## config.mk

```make
export PLATFORM = sky130hd
export DESIGN_NAME = exec_stage
export DESIGN_NICKNAME = d
export VERILOG_FILES = /design/src/rtl/exec_stage.sv
export SDC_FILE = /design/constraint.sdc
export NUM_CORES = 1
export LEC_CHECK = 0
export CORE_ASPECT_RATIO = 1.25
export CORE_UTILIZATION = 45
export DETAILED_ROUTE_END_ITERATION = 10
export MAX_ROUTING_LAYER = met4
export PLACE_DENSITY = 0.75
export SETUP_SLACK_MARGIN = 0.5
export SYNTH_ARGS = -nofsm -noshare
export SYNTH_HDL_FRONTEND = slang
export SYNTH_SLANG_ARGS = --single-unit
export TNS_END_PERCENT = 5
```

## constraint.sdc

```tcl
create_clock -name clk -period 11.1 [get_ports clk]
set_input_delay 1.11 -clock clk [delete_from_list [all_inputs] [get_ports clk]]
set_output_delay 1.11 -clock clk [all_outputs]
set_load 0.05 [all_outputs]
```

## src/rtl/exec_stage.sv

```systemverilog
// Execute stage: ID/EX register, forwarding, ARM condition check, ALU and NZCV.
// Define EXEC_MUL_EN to include the iterative shift-add multiplier (op 110).
module exec_stage #(
    parameter int WIDTH   = 32,
    parameter int REGBITS = 4
) (
    input  logic               clk,
    input  logic               reset,
    input  logic               stallE,
    input  logic               flushE,
    input  logic               PCSrcD,
    input  logic               RegWriteD,
    input  logic               MemtoRegD,
    input  logic               MemWriteD,
    input  logic               BranchD,
    input  logic               ALUSrcD,
    input  logic [1:0]         FlagWriteD,
    input  logic [2:0]         ALUControlD,
    input  logic [3:0]         CondD,
    input  logic [REGBITS-1:0] RdD,
    input  logic [REGBITS-1:0] RA1D,
    input  logic [REGBITS-1:0] RA2D,
    input  logic [WIDTH-1:0]   Rd1D,
    input  logic [WIDTH-1:0]   Rd2D,
    input  logic [WIDTH-1:0]   ExtD,
    input  logic [1:0]         forwardAE,
    input  logic [1:0]         forwardBE,
    input  logic [WIDTH-1:0]   ResultW,
    input  logic [WIDTH-1:0]   ALUResultM,
    output logic               RegWriteE,
    output logic               MemWriteE,
    output logic               MemtoRegE,
    output logic               PCSrcE,
    output logic               BranchTakenE,
    output logic               BusyE,
    output logic [REGBITS-1:0] RdE,
    output logic [REGBITS-1:0] RA1E,
    output logic [REGBITS-1:0] RA2E,
    output logic [WIDTH-1:0]   ALUResultE,
    output logic [WIDTH-1:0]   WriteDataE,
    output logic [3:0]         FlagsE
);
    localparam logic [2:0] OP_ADD = 3'b000;
    localparam logic [2:0] OP_SUB = 3'b001;
    localparam logic [2:0] OP_AND = 3'b010;
    localparam logic [2:0] OP_ORR = 3'b011;
    localparam logic [2:0] OP_EOR = 3'b100;
    localparam logic [2:0] OP_MOV = 3'b101;
    localparam logic [2:0] OP_MUL = 3'b110;
    localparam logic [2:0] OP_BIC = 3'b111;

    typedef struct packed {
        logic               pcsrc;
        logic               regwrite;
        logic               memtoreg;
        logic               memwrite;
        logic               branch;
        logic               alusrc;
        logic [1:0]         flagwrite;
        logic [2:0]         aluctl;
        logic [3:0]         cond;
        logic [REGBITS-1:0] rd;
        logic [REGBITS-1:0] ra1;
        logic [REGBITS-1:0] ra2;
        logic [WIDTH-1:0]   rd1;
        logic [WIDTH-1:0]   rd2;
        logic [WIDTH-1:0]   ext;
    } e_fields_t;

    e_fields_t        e_r;
    logic [3:0]       flags_r;
    logic             busy_s;
    logic             condex_s;
    logic             flag_we_s;
    logic             carry_s;
    logic             ovf_s;
    logic [WIDTH-1:0] opa_s;
    logic [WIDTH-1:0] opb_s;
    logic [WIDTH-1:0] wd_s;
    logic [WIDTH-1:0] alu_s;
    logic [WIDTH-1:0] mul_result_s;

    function automatic logic cond_eval(input logic [3:0] cond, input logic [3:0] nzcv);
        logic n, z, c, v;
        {n, z, c, v} = nzcv;
        case (cond)
            4'b0000: cond_eval = z;
            4'b0001: cond_eval = ~z;
            4'b0010: cond_eval = c;
            4'b0011: cond_eval = ~c;
            4'b0100: cond_eval = n;
            4'b0101: cond_eval = ~n;
            4'b0110: cond_eval = v;
            4'b0111: cond_eval = ~v;
            4'b1000: cond_eval = c & ~z;
            4'b1001: cond_eval = ~c | z;
            4'b1010: cond_eval = (n == v);
            4'b1011: cond_eval = (n != v);
            4'b1100: cond_eval = ~z & (n == v);
            4'b1101: cond_eval = z | (n != v);
            default: cond_eval = 1'b1;
        endcase
    endfunction

    // ID/EX register: flush beats stall, and a running multiply also holds it
    always_ff @(posedge clk or posedge reset) begin
        if (reset) begin
            e_r <= '0;
        end else if (flushE) begin
            e_r <= '0;
        end else if (!(stallE || busy_s)) begin
            e_r <= {PCSrcD, RegWriteD, MemtoRegD, MemWriteD, BranchD, ALUSrcD, FlagWriteD,
                    ALUControlD, CondD, RdD, RA1D, RA2D, Rd1D, Rd2D, ExtD};
        end
    end

    // Operand forwarding muxes
    always_comb begin
        case (forwardAE)
            2'b01:   opa_s = ResultW;
            2'b10:   opa_s = ALUResultM;
            default: opa_s = e_r.rd1;
        endcase
        case (forwardBE)
            2'b01:   wd_s = ResultW;
            2'b10:   wd_s = ALUResultM;
            default: wd_s = e_r.rd2;
        endcase
        if (e_r.alusrc) begin
            opb_s = e_r.ext;
        end else begin
            opb_s = wd_s;
        end
    end

    // ALU; carry and overflow are only meaningful for ADD and SUB
    always_comb begin
        alu_s   = {WIDTH{1'b0}};
        carry_s = 1'b0;
        ovf_s   = 1'b0;
        case (e_r.aluctl)
            OP_ADD: begin
                {carry_s, alu_s} = {1'b0, opa_s} + {1'b0, opb_s};
                ovf_s = (opa_s[WIDTH-1] == opb_s[WIDTH-1]) && (alu_s[WIDTH-1] != opa_s[WIDTH-1]);
            end
            OP_SUB: begin
                {carry_s, alu_s} = {1'b0, opa_s} + {1'b0, ~opb_s} + {{WIDTH{1'b0}}, 1'b1};
                ovf_s = (opa_s[WIDTH-1] != opb_s[WIDTH-1]) && (alu_s[WIDTH-1] != opa_s[WIDTH-1]);
            end
            OP_AND:  alu_s = opa_s & opb_s;
            OP_ORR:  alu_s = opa_s | opb_s;
            OP_EOR:  alu_s = opa_s ^ opb_s;
            OP_MOV:  alu_s = opb_s;
            OP_MUL:  alu_s = mul_result_s;
            OP_BIC:  alu_s = opa_s & ~opb_s;
            default: alu_s = {WIDTH{1'b0}};
        endcase
    end

`ifdef EXEC_MUL_EN
    localparam int CW = $clog2(WIDTH);

    typedef enum logic [1:0] {IDLE = 2'b00, RUN = 2'b01, DONE = 2'b10} mul_state_t;

    mul_state_t       state_r;
    logic [WIDTH-1:0] mcand_r;
    logic [WIDTH-1:0] mplier_r;
    logic [WIDTH-1:0] prod_r;
    logic [CW-1:0]    count_r;
    logic             mul_start_s;

    // The entry cycle already performs step 0, so busy spans exactly WIDTH cycles
    assign mul_start_s  = (state_r == IDLE) && (e_r.aluctl == OP_MUL) && condex_s && !flushE;
    assign busy_s       = mul_start_s || (state_r == RUN);
    assign mul_result_s = (state_r == DONE) ? prod_r : {WIDTH{1'b0}};

    // Shift-add multiplier sequencer with latched operands
    always_ff @(posedge clk or posedge reset) begin
        if (reset) begin
            state_r  <= IDLE;
            mcand_r  <= {WIDTH{1'b0}};
            mplier_r <= {WIDTH{1'b0}};
            prod_r   <= {WIDTH{1'b0}};
            count_r  <= CW'(0);
        end else begin
            case (state_r)
                IDLE: begin
                    if (mul_start_s) begin
                        state_r  <= RUN;
                        prod_r   <= opb_s[0] ? opa_s : {WIDTH{1'b0}};
                        mcand_r  <= opa_s << 1;
                        mplier_r <= opb_s >> 1;
                        count_r  <= CW'(WIDTH - 1);
                    end
                end
                RUN: begin
                    if (flushE) begin
                        state_r <= IDLE;
                    end else begin
                        if (mplier_r[0]) begin
                            prod_r <= prod_r + mcand_r;
                        end
                        mcand_r  <= mcand_r << 1;
                        mplier_r <= mplier_r >> 1;
                        count_r  <= count_r - CW'(1);
                        if (count_r == CW'(1)) begin
                            state_r <= DONE;
                        end
                    end
                end
                DONE: begin
                    if (flushE || !stallE) begin
                        state_r <= IDLE;
                    end
                end
                default: state_r <= IDLE;
            endcase
        end
    end
`else
    assign busy_s       = 1'b0;
    assign mul_result_s = {WIDTH{1'b0}};
`endif

    assign condex_s  = cond_eval(e_r.cond, flags_r);
    assign flag_we_s = condex_s && !stallE && !busy_s;

    // NZCV register; C/V only move on ADD/SUB
    always_ff @(posedge clk or posedge reset) begin
        if (reset) begin
            flags_r <= 4'b0000;
        end else begin
            if (flag_we_s && e_r.flagwrite[1]) begin
                flags_r[3:2] <= {alu_s[WIDTH-1], (alu_s == {WIDTH{1'b0}})};
            end
            if (flag_we_s && e_r.flagwrite[0] && ((e_r.aluctl == OP_ADD) || (e_r.aluctl == OP_SUB))) begin
                flags_r[1:0] <= {carry_s, ovf_s};
            end
        end
    end

    assign RegWriteE    = e_r.regwrite & condex_s & ~busy_s;
    assign MemWriteE    = e_r.memwrite & condex_s & ~busy_s;
    assign MemtoRegE    = e_r.memtoreg;
    assign PCSrcE       = e_r.pcsrc & condex_s;
    assign BranchTakenE = e_r.branch & condex_s;
    assign BusyE        = busy_s;
    assign RdE          = e_r.rd;
    assign RA1E         = e_r.ra1;
    assign RA2E         = e_r.ra2;
    assign ALUResultE   = alu_s;
    assign WriteDataE   = wd_s;
    assign FlagsE       = flags_r;
endmodule

```

======== Word-level counts from Yosys, hierarchy flattened ========
Cells that the tools add are included.
cells by class
  add/sub/neg operators ................... 3
  multipliers ............................. 0
  divide/modulo/power cells ............... 0
  order comparisons ....................... 0
  eq/ne operators ......................... 31
  shift-type cells ........................ 0
  multiplexer cells ....................... 9
  bitwise logic cells ..................... 17
  reduce and logical (&&, ||, !) cells .... 11
operators with widths
  cell                                                                    number
  32-bit one-hot mux with 8 select lines                                  1
  123-bit 2-to-1 mux                                                      2
  32-bit one-hot mux with 2 select lines                                  2
  32-bit by 32-bit adder with 33-bit output                               2
  32-bit AND                                                              2
  33-bit by 1-bit adder with 33-bit output (second input constant)        1
  32-bit logical NOT                                                      1
  32-bit 2-to-1 mux                                                       1
  32-bit NOT                                                              1
  32-bit OR                                                               1
  32-bit XOR                                                              1
  4-bit equality test (second input constant)                             6
  4-bit by 3-bit equality test with 1-bit output (second input constant)  4
  1-bit one-hot mux with 14 select lines                                  1
  3-bit equality test (second input constant)                             4
  4-bit by 2-bit equality test with 1-bit output (second input constant)  2
  1-bit AND                                                               6
  3-bit by 2-bit equality test with 1-bit output (second input constant)  2
  1-bit logical AND                                                       6
  2-bit by 1-bit equality test with 1-bit output (second input constant)  2
  2-bit equality test (second input constant)                             2
  4-bit by 1-bit equality test with 1-bit output (second input constant)  1
  4-bit logical NOT                                                       1
  1-bit != test                                                           4
  other kinds (9)                                                         15
storage, ports and cells
  flip-flop bits (word level) ............. 127
  latch bits .............................. 0
  bits in writable memories ............... 0
  ROM bits ................................ 0
  output and inout bits ................... 86
  logic and storage cells ................. 88
  memories kept ........................... 0

======== Logic depth before layout (Yosys ltp) ========
Gate-level depths: netlist of the first run.
  depth after elaboration ................. 9
  gate-level depth with buffers ........... 21
  depth with buffers taken out ............ 18

======== Worst setup path before layout of the first run ========
OpenSTA, ideal clock, no wires.
  path type ............................... input port to output port
  start point ............................. input port forwardBE[0]
  end point ............................... output port ALUResultE[17]
  arrival ................................. 6416 ps
  data required time ...................... 9990 ps
  setup slack ............................. 3574 ps
  stages .................................. 14
  buffers on the path ..................... 3
  cells stage by stage .................... inv_1 -> ha_1 -> buf_2 -> buf_2 -> o21ai_0 -> mux2i_1 -> ha_1 -> clkbuf_1 -> a211oi_1 -> or3_1 -> o221ai_1 -> a21boi_0 -> o211a_1 -> a211oi_1
on the way
  longest elaborated chain between the ends .. 7
RTL lines
  what                                                                                   RTL line  text
  start: declaration                                                                     27        input logic [1:0] forwardBE,
  2-bit equality test or 2-bit by 1-bit equality test with 1-bit output (tied branches)  124       case (forwardBE)
  32-bit one-hot mux with 2 select lines (*)                                             124
  via WriteDataE[8]                                                                      40        output logic [WIDTH-1:0] WriteDataE,
  32-bit 2-to-1 mux (*)                                                                  129       if (e_r.alusrc) begin
  32-bit NOT                                                                             147       {carry_s, alu_s} = {1'b0, opa_s} + {1'b0, ~opb_s} + {{WIDTH{1'b0}}, 1'b1};
  32-bit by 32-bit adder with 33-bit output                                              147
  33-bit by 1-bit adder with 33-bit output                                               147
  32-bit one-hot mux with 8 select lines (*)                                             141       case (e_r.aluctl)
  end: declaration                                                                       39        output logic [WIDTH-1:0] ALUResultE,
The timed path passes the listed nets; every way through them passes the cells marked *.

======== Worst setup path in the final report of the first run ========
  start point ............................. input port forwardBE[1]
  end point ............................... output port ALUResultE[30]
on the way
  longest elaborated chain between the ends .. 7
RTL lines
  what                                                                                   RTL line
  2-bit equality test or 2-bit by 1-bit equality test with 1-bit output (tied branches)  124
  32-bit one-hot mux with 2 select lines (*)                                             124
  32-bit 2-to-1 mux (*)                                                                  129
  32-bit NOT                                                                             147, 155
  32-bit by 32-bit adder with 33-bit output                                              147
  33-bit by 1-bit adder with 33-bit output                                               147
  32-bit one-hot mux with 8 select lines (*)                                             141
Every way passes the cells marked *; elsewhere a longest branch is shown, timed or not.

==> qor.txt, run 1 <==
status: finished, final reports clean
Overflow after GRT: 0
ys flop type: dfrtp_1
Max Freq: 116 MHz
register area share after synthesis: 0.233
Peak VDD IR: 0.130 mV
first-iteration detailed-routing DRC count: 1578
Num CTS Buffers: 17
initial antenna violation count: 2
Tot GR Track Use: 0.386
area leader, netlist: dfrtp_1
total leakage power: 0.00764 µW
Fin Setup TNS: 0 ns
first-pass GRT wire length: 86.6 mm
critical path arrival: 7.54 ns
met3 wire len: 4.39 mm
sequential cell area: 3180 µm²
post-CTS sizing: 0
fin util: 0.581
clk sink count: 127
Final setup viols: 0
die width: 158 µm
layout cells sized above 1: 0.0547
DRC Markers: 0
CTS tree: built
Yosys cell types: 93
Top Ports: 281
RePlAce Congestion: 1.04
Vias: 14.9k
Synth Area in Compound Gates: 0.285
largest family of logic cells by synthesized area: compound AO/OA/AOI/OAI gates
met2 routed WL: 27.1 mm
Post CTS Setup Buffer Count: 0
drt pass-1 iters: 5
CTS Buffer Depth: 2
Yosys warning count: 0
PD cells: 145 nW/µm²
Synth Area in Simple Gates: 0.190
area occupied by multi-input gates: 9450 µm²
Die H: 197 µm
largest net degree at the start of global routing: 83
slew margin rel.: 0.197
Worst EP required: 9.99 ns
fin nets: 2222
clock tree root driver cell: clkbuf_16
#FFs+latches synth: 127
number of H-tree levels: 4
Worst-Skew Late Latency: 0.44 ns
Die ar.: 31000 µm²
Detail Route Antenna Nets: 0
CP startpoint kind: input port
wire length on met1: 23.5 mm
RSZ-0062 raised after global routing: false
Std-Cell Rows: 70
synthesized area per cell: 7.84 µm²
CP Class: input port to output port
Yosys top cell area share: 0.233
Final Non-Filler Cells: 2336
Post-synth top cells: nor2_1, mux2i_1, dfrtp_1
WL/cell: 24.9 µm
worst min-delay path category: flop to flop
Hold Buf Count CTS: 0
Synth area leaders: dfrtp_1, mux2i_1, ha_1
Area growth syn-to-layout: 25.5%
Buffers on Ports: 279
post-synthesis mux area share: 0.114
Initial Utilization: 0.462
critical path endpoint category: output port
fillers: 2704
adder-cell area share of the yosys netlist: 0.0946
Final Max Slew Viols: 0
drt via density: 6.38
mapped cell area: 13600 µm²
Fin Clk Skew: 0.0141 ns
vias in the first global route: 14.4k
dpl hpwl: 45.0 mm
Syn Nets: 2039
Mapped Cells: 1742
Post-synth EDFFs: 0
max-cap violations: 0
Power Total: 2490 µW
worst slew pin tran: 1.19 ns
worst-path maximum fanout: 18
xor/xnor share of the synthesized area: 0.00706
most common cell in the synthesized netlist: nor2_1
top sig layer: met4
part of the cycle the worst path needs: 0.780
Post-synth ARST share: 1.00
crit path time final: 8.65 ns
Detailed Route WL: 58.1 mm
Final Hold Viols: 0
Placed Cells: 2302
clk slew on worst S/H paths: 0.06 ns
core box area: 29500 µm²
## logic make-up after synthesis
kind of cell | count (synthesis)
AO/OA/AOI/OAI | 545
other | 1
adder cells (fa/ha/maj) | 102
buffers and inverters | 254
flip-flops | 127
XOR/XNOR | 11
multiplexers | 153
AND/OR/NAND/NOR | 549
## registers in the layout (all words and copies together) (netlist names)
register,count
FlagsE,4
MemtoRegE,1
RA1E,4
RA2E,4
RdE,4
e_r,110
## per-stage QoR
step | setup slack, ns | instance area [µm²] | hold slack [ns]
3_3_place_gp | 2.65 | 16500 | 0.494
3_5_place_dp | 2.53 | 16500 | 0.509
5_1_grt | 2.03 | 17100 | 0.547
6_report | 2.45 | 17100 | 0.517
2_1_floorplan | 3.57 | 13600 | 0.480
4_1_cts | 2.51 | 17100 | 0.523
## path summary, 6_finish.rpt
check	start	end	slack (ns)	cells after the start
min in group asynchronous	reset	e_r[20]$_DFFE_PP0P_	1.17	2
max in group asynchronous	reset	e_r[14]$_DFFE_PP0P_	8.52	3
worst min-delay path	RA1E[1]$_DFFE_PP0P_	RA1E[1]$_DFFE_PP0P_	0.52	2
worst max register to register	e_r[117]$_DFFE_PP0P_	FlagsE[2]$_DFFE_PP0P_	5.07	14
worst max-delay path	forwardBE[1]	ALUResultE[30]	2.45	20
worst min register to register	RA1E[1]$_DFFE_PP0P_	RA1E[1]$_DFFE_PP0P_	0.52	2
## where the power goes
group | total (µW) | internal, µW | leakage [µW] | switching (µW)
clock network | 587 | 360 | 0.000291 | 227
registers | 515 | 492 | 0.00168 | 22.1
logic | 1390 | 478 | 0.00567 | 909
total | 2490 | 1330 | 0.00764 | 1160
## layout make-up
| cell class | count | share of cell area |
|---|---|---|
| Tap cell | 396 | 0.0289 |
| Inverter | 118 | 0.0260 |
| Clock inverter | 12 | 0.00927 |
| Timing Repair Buffer | 300 | 0.172 |
| Clock buffer | 20 | 0.0261 |
| Multi-Input combinational cell | 1361 | 0.552 |
| Antenna cell | 2 | 0.000292 |
| Sequential cell | 127 | 0.186 |
## layout by cell type (no fill, tap or decap), types with 12 or more instances in the layout
cell type,instances
nor3_1,40
nor2b_1,21
o211ai_1,13
inv_1,116
o21a_1,15
and3_1,15
nor2_1,216
a211oi_1,23
a21o_1,23
a221oi_1,18
clkbuf_16,17
ha_1,98
and2_1,14
a22oi_1,43
clkdlybuf4s50_1,277
o21bai_1,15
dfrtp_1,126
mux2i_1,145
nand2b_1,35
o221ai_1,18
nand3_1,19
a21oi_1,78
a221o_1,21
nand2_1,120
a31oi_1,16
o22ai_1,21
buf_4,22
o2111ai_1,12
o21ai_0,112
## worst max-delay path, stage by stage
cell	delay, ns
clkdlybuf4s50_1	0.43
inv_1	0.07
ha_1	0.64
buf_4	0.35
a221o_1	0.16
o21ai_0	0.12
o21ai_0	0.49
ha_1	0.27
inv_1	0.06
fa_1	0.49
a211oi_1	0.29
o21ai_1	0.20
o2111ai_1	0.57
nand3_1	0.18
a221oi_2	0.60
nand3_1	0.15
nand3_1	0.18
mux2i_1	0.09
o21ai_0	0.21
clkdlybuf4s50_1	0.85
## per-layer routing
layer	vias to the layer above	GRT usage
met5	-	-
met4	0	0.207
met2	845	0.599
met3	182	0.0539
li1	6705	-
met1	7178	0.483
Note: power is estimated with default switching activity, not from simulation.
==> run 2: changes to the inputs <==
==> constraint.sdc (replaced) <==
create_clock -name clk -period 8.44 [get_ports clk]
set_input_delay 0.844 -clock clk [delete_from_list [all_inputs] [get_ports clk]]
set_output_delay 0.844 -clock clk [all_outputs]
set_load 0.05 [all_outputs]
==> run 2 against run 1 <==
Net effect:
- combinational power grew 33%
- sequential power grew 32%
- via count grew 1.4%
- highest routed layer unchanged
- utilization grew 0.39 points
- die area is the same
- largest power group unchanged
- largest cell class unchanged
- critical endpoint is now ALUResultE[21]
- total power grew 33%
==> qor.txt, run 2 (same netlist as run 1, synthesis figures left out) <==
top sig layer: met4
fin nets: 2236 (+0.63%)
Fin Setup TNS: 0 ns (unchanged)
Worst EP required: 7.60 ns (-2.39 ns)
DRC Markers: 0 (unchanged)
most flop-heavy register: e_r
Die ar.: 31000 µm² (unchanged)
Std-Cell Rows: 70 (unchanged)
Die H: 197 µm (unchanged)
Vias: 15.1k (+1.4%)
Final Max Slew Viols: 0 (unchanged)
fillers: 2724 (+0.74%)
crit path time final: 7.89 ns
CTS Buffer Depth: 2 (unchanged)
worst-path maximum fanout: 41 (+23)
Initial Utilization: 0.462 (unchanged)
clock tree root driver cell: clkbuf_16
post-route cell area: 17200 µm² (+0.67%)
Slowest-stage cell, CP: clkdlybuf4s50_1
worst path bufs/invs: 4 (-1)
Top Ports: 281 (unchanged)
total leakage power: 0.00771 µW (+0.93%)
commonest non-fill, non-tap cell in the layout: clkdlybuf4s50_1
Final Hold Viols: 0 (unchanged)
worst min-delay path category: flop to flop
Max Freq: 127 MHz
layout cells sized above 1: 0.0630 (+0.00832)
critical path arrival: 7.05 ns (-0.49 ns)
Power Total: 3300 µW (+33%)
slew margin rel.: 0.324 (+0.127)
Detail Route Antenna Nets: 0 (unchanged)
Num CTS Buffers: 17 (unchanged)
area occupied by multi-input gates: 9470 µm² (+0.15%)
Detailed Route WL: 59.9 mm (+3.1%)
met2 routed WL: 27.5 mm (+1.8%)
hold slack final: 0.517 ns (+0.000436 ns)
CP Class: input port to output port
dpl hpwl: 46.7 mm (+3.7%)
initial antenna violation count: 1 (-1)
first-iteration detailed-routing DRC count: 1724 (+9.3%)
Placed Area: 16600 µm² (+0.64%)
drt via density: 6.44 (+0.84%)
status: finished, final reports clean
CP Cell Sequence: clkdlybuf4s50_1 -> inv_1 -> ha_2 -> buf_4 -> nor2_1 -> a221o_1 -> ha_1 -> and2_1 -> and3_1 -> o2bb2ai_1 -> o31ai_1 -> nand2_1 -> a211o_1 -> o221a_2 -> o21ai_0 -> clkdlybuf4s50_1
CP startpoint kind: input port
WL/cell: 25.5 µm (+2.5%)
Area growth syn-to-layout: 26.4%
PD cells: 192 nW/µm² (+32%)
wire length on met1: 25.1 mm (+6.9%)
critical path endpoint category: output port
CTS tree: built
Final setup viols: 0 (unchanged)
max-cap violations: 0 (unchanged)
Overflow after GRT: 0 (unchanged)
drt pass-1 iters: 6 (+1)
first-pass GRT wire length: 88.8 mm (+2.6%)
biggest cell delay along the critical path: 0.95 ns (+0.10 ns)
Post CTS Setup Buffer Count: 0 (unchanged)
die width: 158 µm (unchanged)
number of H-tree levels: 4 (unchanged)
RePlAce Congestion: 1.07 (+3.0%)
part of the cycle the worst path needs: 0.935
max reg flops: 110 (unchanged)
most frequent cells in the layout: clkdlybuf4s50_1, nor2_1, mux2i_1
Buffers on Ports: 279 (unchanged)
largest net degree at the start of global routing: 86 (+3.6%)
met3 wire len: 4.44 mm (+1.1%)
Fin Clk Skew: 0.0121 ns (-0.00206 ns)
CP top delay family: compound AO/OA/AOI/OAI gates
CP most frequent cell: clkdlybuf4s50_1
clk slew on worst S/H paths: 0.07 ns (about the same)
Worst-Skew Late Latency: 0.43 ns (about the same)
clk sink count: 127 (unchanged)
sequential cell area: 3180 µm² (unchanged)
vias in the first global route: 14.2k (-1.3%)
worst slew pin tran: 0.989 ns (-0.205 ns)
core box area: 29500 µm² (unchanged)
Tot GR Track Use: 0.397 (+0.0117)
RSZ-0062 raised after global routing: true
Peak VDD IR: 0.161 mV (+23%)
-- run 2: per-stage QoR --
step                setup slack, ns  cells  utilization
finish                        0.545   2349        0.584
global route                  0.410   2349        0.584
CTS                           0.597   2348        0.584
detailed placement            0.607   2316        0.563
global placement              0.694   2316        0.563
floorplan                      1.45   1742            -
-- run 2: layer usage --
layer,track usage,vias up
li1,-,6755
met1,0.527,7321
met2,0.610,893
met3,0.0424,150
met4,0.175,0
met5,-,-
-- run 2: timing repair --
action	in CTS	in global routing
hold buffers	0	0
gates resized for setup	0	5
setup endpoints to repair	0	9
-- run 2: worst reg2reg max path, cell delays in order, from the launching register on --
cell and delay [ns]:
dfrtp_2 0.63, or2_1 0.49, o221ai_1 0.43, ha_1 0.75, o211ai_1 0.16, o21ai_1 0.34, o2111ai_1 0.15, buf_4 0.19
a31oi_1 0.44, o21ai_0 0.34, o21ai_0 0.28, o32ai_1 0.12, a2111oi_0 0.92, nand4_1 0.43, o21ai_1 0.22
-- run 2: final timing paths --
kind	startpoint	end	slack [ns]	cells past startpoint
max	forwardBE[0]	ALUResultE[21]	0.55	16
min	e_r[121]$_DFFE_PP0P_	e_r[121]$_DFFE_PP0P_	0.52	2
max reg2reg	e_r[117]$_DFFE_PP0P_	FlagsE[2]$_DFFE_PP0P_	2.50	14
min reg2reg	e_r[121]$_DFFE_PP0P_	e_r[121]$_DFFE_PP0P_	0.52	2
max in group asynchronous	reset	e_r[117]$_DFFE_PP0P_	6.07	3
min in group asynchronous	reset	e_r[20]$_DFFE_PP0P_	0.88	2
-- run 2: where the power goes --
part | total (µW) | leakage, µW | switching, µW | internal (µW)
Clock | 771 | 0.000287 | 297 | 474
Sequential | 682 | 0.00168 | 34.4 | 648
Combinational | 1850 | 0.00574 | 1210 | 638
-- run 2: final cells by class --
| cell class | instances | area share |
|---|---|---|
| Antenna cell | 1 | 0.000145 |
| Inverter | 118 | 0.0258 |
| Tap cell | 396 | 0.0287 |
| Sequential cell | 127 | 0.184 |
| Clock buffer | 20 | 0.0259 |
| Multi-Input combinational cell | 1361 | 0.549 |
| Clock inverter | 12 | 0.00914 |
| Timing Repair Buffer | 314 | 0.177 |
==> run 3: changes to the inputs <==
--- a/config.mk
+++ b/config.mk
@@ -9,7 +9,7 @@
 export CORE_UTILIZATION = 45
 export DETAILED_ROUTE_END_ITERATION = 10
 export MAX_ROUTING_LAYER = met4
-export PLACE_DENSITY = 0.75
+export PLACE_DENSITY = 0.71
 export SETUP_SLACK_MARGIN = 0.5
 export SYNTH_ARGS = -nofsm -noshare
 export SYNTH_HDL_FRONTEND = slang
==> run 3 against run 2 <==
Net effect:
- cell count about the same
- combinational power about the same
- via count fell by 0.58%
- largest cell class unchanged
- highest routed layer unchanged
==> qor.txt, run 3 (same netlist as run 1, synthesis figures left out) <==
status: finished, final reports clean
DRC Markers: 0 (unchanged)
Final Max Slew Viols: 0 (unchanged)
RePlAce Congestion: 0.997 (-7.1%)
worst min-delay path category: flop to flop
wire length on met1: 24.7 mm (-1.9%)
Fin Clk Skew: 0.0137 ns (+0.00170 ns)
Tot GR Track Use: 0.396 (-0.00106)
Vias: 15.0k (-0.58%)
vias in the first global route: 14.4k (+1.7%)
post-route cell area: 17200 µm² (-0.20%)
CTS Buffer Depth: 2 (unchanged)
crit path time final: 7.95 ns (+0.0521 ns)
Die ar.: 31000 µm² (unchanged)
PnR worst setup slack: 0.493 ns (-0.0521 ns)
top sig layer: met4
Die H: 197 µm (unchanged)
critical path arrival: 7.10 ns (+0.05 ns)
critical path endpoint category: output port
Final Hold Viols: 0 (unchanged)
fillers: 2791 (+2.5%)
Post CTS Setup Buffer Count: 0 (unchanged)
worst-path maximum fanout: 16 (-61%)
ant diodes: 0 (-1)
worst slew pin tran: 1.04 ns (+0.0480 ns)
clock share of power: 0.226 (-0.007)
number of H-tree levels: 4 (unchanged)
fin nets: 2238 (+0.089%)
Buffers on Ports: 279 (unchanged)
Initial Utilization: 0.462 (unchanged)
Post-Place Setup Slack: 0.528 ns (-0.0787 ns)
total leakage power: 0.00771 µW (about the same)
drt via density: 6.40 (-0.62%)
RSZ-0062 raised after global routing: true
max reg flops: 110 (unchanged)
PD cells: 189 nW/µm² (-1.2%)
drt pass-1 iters: 5 (-1)
Overflow after GRT: 0 (unchanged)
Worst EP required: 7.60 ns (about the same)
Final setup viols: 0 (unchanged)
layout cells sized above 1: 0.0650 (+0.00198)
Top Ports: 281 (unchanged)
most frequent cells in the layout: clkdlybuf4s50_1, nor2_1, mux2i_1
most flop-heavy register: e_r
Seq pwr share: 0.209 (+0.003)
commonest non-fill, non-tap cell in the layout: clkdlybuf4s50_1
CTS tree: built
die width: 158 µm (unchanged)
Placed Area: 16600 µm² (about the same)
Hold Buf Count CTS: 0 (unchanged)
dpl hpwl: 46.2 mm (-1.0%)
slew margin rel.: 0.301 (-0.0223)
initial antenna violation count: 0 (-1)
core box area: 29500 µm² (unchanged)
Detail Route Antenna Nets: 0 (unchanged)
first-pass GRT wire length: 88.7 mm (-0.13%)
met2 routed WL: 27.7 mm (+0.51%)
Fin Setup TNS: 0 ns (unchanged)
Internal Pwr Total: 1700 µW (-3.3%)
Peak VDD IR: 0.121 mV (-24%)
part of the cycle the worst path needs: 0.942 (+0.00617)
clk sink count: 127 (unchanged)
Std-Cell Rows: 70 (unchanged)
largest net degree at the start of global routing: 76 (-12%)
post-CTS sizing: 0 (unchanged)
Max Freq: 126 MHz (-0.66%)
Detailed Route WL: 59.6 mm (-0.44%)
Worst-Skew Late Latency: 0.44 ns (about the same)
combinational share of power: 0.565 (+0.005)
switching share of power: 0.478 (+0.0102)
first-iteration detailed-routing DRC count: 1483 (-14%)
Area growth syn-to-layout: 26.1%
CP Class: input port to output port
hold slack final: 0.521 ns (+0.00381 ns)
WL/cell: 25.4 µm (-0.49%)
Sw Pwr: 1560 µW (+0.78%)
CP startpoint kind: input port
met3 wire len: 4.48 mm (+0.97%)
clock tree root driver cell: clkbuf_16
clk slew on worst S/H paths: 0.06 ns (about the same)
max-cap violations: 0 (unchanged)
Num CTS Buffers: 17 (unchanged)
-- run 3: power groups by stage --
| stage | Clock [µW] | Sequential, µW | Combinational (µW) |
|---|---|---|---|
| after CTS | 742 | 680 | 1800 |
| after detailed placement | 0 | 691 | 1790 |
| after global routing | 767 | 685 | 1950 |
| after floorplan | 0 | 696 | 1170 |
| final | 736 | 681 | 1840 |
| after global placement | 0 | 690 | 1790 |
-- run 3: stage by stage --
stage	instances	utilization	total power, µW
after floorplan	1742	-	1870
after global placement	2318	0.564	2480
after detailed placement	2318	0.564	2480
after CTS	2350	0.583	3230
after global routing	2350	0.583	3400
final	2350	0.583	3260
-- run 3: final timing paths --
kind	depth (start not counted)	slack [ns]	start	to
min	2	0.52	e_r[2]$_DFFE_PP0P_	e_r[2]$_DFFE_PP0P_
min in group asynchronous	2	0.97	reset	e_r[78]$_DFFE_PP0P_
min reg2reg	2	0.52	e_r[2]$_DFFE_PP0P_	e_r[2]$_DFFE_PP0P_
max reg2reg	13	2.41	e_r[117]$_DFFE_PP0P_	FlagsE[2]$_DFFE_PP0P_
max in group asynchronous	3	6.19	reset	e_r[113]$_DFFE_PP0P_
max	15	0.49	forwardAE[0]	ALUResultE[21]
-- run 3: area by class of cell --
| class | count | area, µm² | area share |
|---|---|---|---|
| multi-input cells | 1361 | 9450 | 0.549 |
| flip-flops and latches | 127 | 3180 | 0.185 |
| repair buffers | 316 | 3070 | 0.178 |
| well taps | 396 | 495 | 0.0288 |
| inverters | 118 | 445 | 0.0259 |
| clock buffers | 19 | 443 | 0.0257 |
| clock inverters | 13 | 130 | 0.00756 |
-- run 3: layer usage --
layer	global-route usage	up-vias
met5	-	-
met4	0.190	0
met3	0.0444	149
met2	0.611	827
met1	0.515	7313
li1	-	6742
-- run 3: worst max-delay path: stages --
cell	delay [ns]
clkdlybuf4s50_1	0.50
inv_1	0.06
ha_1	0.60
inv_1	0.25
o21ai_0	0.67
inv_1	0.18
ha_1	0.49
or3_1	0.50
o41ai_4	0.41
o221ai_1	0.19
buf_4	0.19
a21o_1	0.23
o221a_2	0.29
o21ai_0	0.71
clkdlybuf4s50_1	0.97
